## src/rtl/btn_debounce.sv

```systemverilog
// Multi-channel push-button conditioner: 2-flop synchronizer, debounce counter,
// press/release edge pulses and a per-channel auto-repeat FSM feeding btn_evt.
module btn_debounce #(
    parameter int N_BTN        = 2,
    parameter int DEBOUNCE     = 250000,
    parameter int REPEAT_DELAY = 12500000,
    parameter int REPEAT_RATE  = 2500000
) (
    input  logic             clk,
    input  logic             rst_n,
    input  logic [N_BTN-1:0] btn_i,
    output logic [N_BTN-1:0] btn_level,
    output logic [N_BTN-1:0] btn_press,
    output logic [N_BTN-1:0] btn_release,
    output logic [N_BTN-1:0] btn_evt
);

    localparam int DB_W    = (DEBOUNCE > 1) ? $clog2(DEBOUNCE) : 1;
    localparam int RPT_MAX = (REPEAT_DELAY > REPEAT_RATE) ? REPEAT_DELAY : REPEAT_RATE;
    localparam int RPT_W   = (RPT_MAX > 1) ? $clog2(RPT_MAX) : 1;

    typedef enum logic [1:0] {
        ST_IDLE,
        ST_WAIT,
        ST_RPT
    } state_t;

    logic                 r_run;
    logic [N_BTN-1:0]     r_sync1;
    logic [N_BTN-1:0]     r_sync2;
    logic [DB_W-1:0]      r_db_cnt      [N_BTN];
    logic [RPT_W-1:0]     r_rpt_cnt     [N_BTN];
    state_t               r_state       [N_BTN];

    logic [DB_W-1:0]      w_db_cnt_nxt  [N_BTN];
    logic [RPT_W-1:0]     w_rpt_cnt_nxt [N_BTN];
    state_t               w_state_nxt   [N_BTN];
    logic [N_BTN-1:0]     w_level_nxt;
    logic [N_BTN-1:0]     w_rise;
    logic [N_BTN-1:0]     w_fall;
    logic [N_BTN-1:0]     w_rpt;

    // Reset release is retimed by one flop so all state starts updating together
    // on the second edge after rst_n rises, never on the edge it deasserts near.
    always_ff @(posedge clk or negedge rst_n) begin
        if (!rst_n) r_run <= 1'b0;
        else        r_run <= 1'b1;
    end

    always_comb begin
        // NOTE: every comb output gets a default first so no path leaves it unassigned (no latches).
        w_level_nxt = btn_level;
        for (int i = 0; i < N_BTN; i++) begin
            w_db_cnt_nxt[i] = '0;
            if (r_sync2[i] != btn_level[i]) begin
                if (r_db_cnt[i] == DB_W'(DEBOUNCE - 1)) w_level_nxt[i] = r_sync2[i];
                else                                    w_db_cnt_nxt[i] = r_db_cnt[i] + 1'b1;
            end
        end
        w_rise = w_level_nxt & ~btn_level;
        w_fall = ~w_level_nxt & btn_level;
    end

    always_comb begin
        w_rpt = '0;
        for (int i = 0; i < N_BTN; i++) begin
            w_state_nxt[i]   = r_state[i];
            w_rpt_cnt_nxt[i] = r_rpt_cnt[i];
            case (r_state[i])
                ST_IDLE: begin
                    if (w_rise[i]) begin
                        w_state_nxt[i]   = ST_WAIT;
                        w_rpt_cnt_nxt[i] = '0;
                    end
                end
                ST_WAIT: begin
                    // Release wins over a terminal count landing on the same edge.
                    if (w_fall[i]) begin
                        w_state_nxt[i]   = ST_IDLE;
                        w_rpt_cnt_nxt[i] = '0;
                    end else if (r_rpt_cnt[i] == RPT_W'(REPEAT_DELAY - 1)) begin
                        w_rpt[i]         = 1'b1;
                        w_state_nxt[i]   = ST_RPT;
                        w_rpt_cnt_nxt[i] = '0;
                    end else begin
                        w_rpt_cnt_nxt[i] = r_rpt_cnt[i] + 1'b1;
                    end
                end
                ST_RPT: begin
                    if (w_fall[i]) begin
                        w_state_nxt[i]   = ST_IDLE;
                        w_rpt_cnt_nxt[i] = '0;
                    end else if (r_rpt_cnt[i] == RPT_W'(REPEAT_RATE - 1)) begin
                        w_rpt[i]         = 1'b1;
                        w_rpt_cnt_nxt[i] = '0;
                    end else begin
                        w_rpt_cnt_nxt[i] = r_rpt_cnt[i] + 1'b1;
                    end
                end
                default: begin
                    w_state_nxt[i]   = ST_IDLE;
                    w_rpt_cnt_nxt[i] = '0;
                end
            endcase
        end
    end

    always_ff @(posedge clk or negedge rst_n) begin
        if (!rst_n) begin
            r_sync1     <= '0;
            r_sync2     <= '0;
            btn_level   <= '0;
            btn_press   <= '0;
            btn_release <= '0;
            btn_evt     <= '0;
            // NOTE: the per-channel counter/state arrays are small registers, so they are
            // reset like any other flop rather than treated as an unreset memory.
            for (int i = 0; i < N_BTN; i++) begin
                r_db_cnt[i]  <= '0;
                r_rpt_cnt[i] <= '0;
                r_state[i]   <= ST_IDLE;
            end
        end else if (r_run) begin
            // NOTE: non-blocking assignments so every flop samples pre-edge values.
            r_sync1     <= btn_i;
            r_sync2     <= r_sync1;
            btn_level   <= w_level_nxt;
            btn_press   <= w_rise;
            btn_release <= w_fall;
            btn_evt     <= w_rise | w_rpt;
            for (int i = 0; i < N_BTN; i++) begin
                r_db_cnt[i]  <= w_db_cnt_nxt[i];
                r_rpt_cnt[i] <= w_rpt_cnt_nxt[i];
                r_state[i]   <= w_state_nxt[i];
            end
        end
    end

endmodule

```

## config.mk

```make
export PLATFORM = sky130hd
export DESIGN_NAME = btn_debounce
export DESIGN_NICKNAME = d
export VERILOG_FILES = /design/src/rtl/btn_debounce.sv
export SDC_FILE = /design/constraint.sdc
export NUM_CORES = 1
export LEC_CHECK = 0
export CORE_ASPECT_RATIO = 0.8
export CORE_UTILIZATION = 45
export DETAILED_ROUTE_END_ITERATION = 12
export GPL_TIMING_DRIVEN = 0
export SYNTH_ARGS = -nofsm -noshare
export SYNTH_HDL_FRONTEND = slang
export SYNTH_SLANG_ARGS = --single-unit
export TNS_END_PERCENT = 20
```

## constraint.sdc

```tcl
create_clock -name clk -period 2.5 [get_ports clk]
set_input_delay 0.5 -clock clk [delete_from_list [all_inputs] [get_ports clk]]
set_output_delay 0.5 -clock clk [all_outputs]
set_load 0.1 [all_outputs]
```

==> results.ini <==
[logic_synthesis]
avgSynthCellArea_um2=9.20
yosysWarningCount=0
ys.flop_type=dfrtp_1
ys_ff_latch=101
async_flop_share_pct=100
seq_area_frac_synth_pct=44.1
syn-num-nets=637
syn_inst=623
synthDistinctLibCells=61
synth-edff-count=0
syn_area_um2=5730

[timing]
slew_headroom_pct=35.1
period_minus_slack_ps=2450
tightest_slew_ps=971
hold_viol=0
fin_skew_ps=10.4
post-route-period-util_pct=98.1
rsz0062_at_grt=true
final.setup.worst_slack_ps=47.1
maxSlewViolCount=0
finalSetupViolCount=0
max_freq_mhz=408

[cts]
clockBufferDepth=2
ctsHoldBuffers=0
cts_tree=built
cts_sinks=101
clk_pin_slew_ps=70
cts.htree.levels=3
clk_latency_ps=360
cts_buffers=9
clock-root-buffer=clkbuf_16

[finish]
nets=677
final_util_pct=54.3
regArea_um2=2530
multi_input_area_um2=3180
fillers=1121
fin_cells=839
final_common_cell=dfrtp_1
antennaDiodeCount=0
fin_area_um2=6680
drive_gt1_share_pct=13.6
layout_common_cells=dfrtp_1 (96), nand2_1 (69), o21ai_0 (53)
area_growth_pct=16.6

[worst_setup_path]
crit_family=compound AO/OA/AOI/OAI gates
worstSetupPathDepth=6
cp_cell_sequence=or4bb_1 > o41a_1 > o21bai_4 > nor2_4 > buf_4 > a22o_1
worstPathArrival_ps=2700
reg2regPathDepth=6
path_max_fanout=10
slowest_delay_ps=540
crit_type=reg2reg
cp_slowest_cell=or4bb_1
cp-end-kind=flip-flop
start_kind=flip-flop
worst_ep_required_time_ps=2750
cp_num_buf_inv=1

[routing]
wl_per_cell_um=16.7
drcViolationCount=0
viasPerCell=6.03
routed-via-count=5059
dr.pass1.iters=5
finalWirelength_um=14000
ant_nets=0
drtIter0Drc=293

[min_path]
holdCritPathClass=in2async

[place]
port_buffers=11
dpl_worst_slack_ps=-451
place.gp.congestion=0.860
dpl.hpwl_um=9310
placed_area_um2=6070
dp.cells=806

[grt]
gr-usage-met2_pct=34.1
grt_use_met3_pct=5.14
grt_use_total_pct=22.9
grt_remaining_overflow=0
globalRouteMet1Util_pct=32.8
grt_busiest_layer=met2
antenna_found_initial=0
grt_start_max_net_pins=60
grt_pass1_wl_um=23400
grt_pass1_vias=4561

[floorplanning]
dieWidth_um=128
coreArea_um2=12300
ios=12
die_area_um2=13200
start_util_pct=46.6
rows=36
die_h_um=103

[power]
ir_drop_uv=324
p_per_area_nw_per_um2=484
power_mw=3.23
power.leakage_nw=2.70

[status]
status=finished clean

[run]
drv_cap=0

## power breakdown
part,switching [mW],internal [mW]
Combinational,0.133,0.0608
Sequential,0.0292,1.66
Clock,0.643,0.703
Total,0.805,2.43
## kinds of logic (layout without fill, tap and decap cells)
kind of cell | Yosys count | in the layout | synth area share [%]
xor gates and xnor gates | 15 | 15 | 2.29
buffers and inverters | 42 | 87 | 2.93
adders and majority gates | 10 | 10 | 2.18
AOI/OAI and AO/OA | 160 | 160 | 20.2
DFF | 101 | 101 | 44.1
muxes | 16 | 16 | 2.99
other | 1 | 1 | 0.0655
and+or+nand+nor | 278 | 278 | 25.2
## flip-flops by register name, indices dropped and copies added (netlist names)
name / cells
r_rpt_cnt: 48
r_db_cnt: 36
r_state: 4
btn_evt: 2
btn_level: 2
btn_press: 2
btn_release: 2
r_sync1: 2
r_sync2: 2
r_run: 1
## cells in the mapped netlist, drive strengths merged (3+ instances only)
master / n / share of area (%)
a2bb2oi: 13 / 2.0
dfrtp: 101 / 44
o2bb2ai: 6 / 0.92
a21o: 7 / 0.92
and2: 7 / 0.76
nor4: 15 / 1.6
or4: 5 / 0.72
mux2i: 7 / 1.2
nor2: 49 / 3.2
a22o: 20 / 3.1
nor3: 18 / 1.6
xnor2: 4 / 0.61
inv: 20 / 1.3
or3: 3 / 0.33
nor4bb: 3 / 0.52
o22ai: 5 / 0.55
and3: 16 / 1.7
o31ai: 22 / 2.9
nand4b: 3 / 0.46
nor2b: 10 / 1.1
nor3b: 4 / 0.52
nand3: 37 / 3.2
and4: 6 / 0.92
ha: 10 / 2.2
nand2b: 6 / 0.66
xor2: 11 / 1.7
nand2: 70 / 4.6
o21ai: 55 / 4.8
o41ai: 3 / 0.59
nand4: 18 / 2.0
a21oi: 9 / 0.98
buf: 8 / 0.68
clkbuf: 14 / 0.94
o22a: 3 / 0.61
mux2: 9 / 1.8
## timing repair
action / 4_1_cts / 5_1_grt
resized for setup: 18 / 35
buffers inserted: 6 / 10
pin swaps: 4 / 12
cloned: 0 / 2
endpoints found under the setup margin: 46 / 57
## per-stage QoR
step	hold WS, ps	TNS (ps)
2_1_floorplan	204	0
3_3_place_gp	470	-313690
3_5_place_dp	470	-8530
4_1_cts	251	-1.86
5_1_grt	282	-593
6_report	214	0
## per-layer routing
| layer | vias to the layer above | wire, um |
|---|---|---|
| met5 | - | 0 |
| met4 | 0 | 228 |
| met3 | 21 | 704 |
| met2 | 114 | 6300 |
| met1 | 2516 | 6780 |
| li1 | 2408 | - |
## worst reg2reg max path, cell delays in order (launching register included)
cell and delay, ps:
dfrtp_2 430, or4bb_1 540, o41a_1 480, o21bai_4 340
nor2_4 130, buf_4 210, a22o_1 210
## path summary, 6_finish.rpt
check,start,slack (ps),to
setup reg to reg,r_rpt_cnt[8],50,r_rpt_cnt[10]
setup / recovery,r_rpt_cnt[8],50,r_rpt_cnt[10]
hold reg to reg,btn_evt[0],480,btn_evt[0]
hold / removal,rst_n,210,r_rpt_cnt[15]
min in group clk,btn_evt[0],480,btn_evt[0]
max in group asynchronous,rst_n,1600,r_db_cnt[7]
## layout make-up
type	instances	share of cell area [%]
multi-input combinational	480	47.6
timing repair buffer	30	4.20
inverter	20	1.12
sequential	101	37.9
tap	171	3.20
clock buffer	11	3.64
clock inverter	5	0.543
buffer	21	1.78
Power figures use the tool's default switching activity.
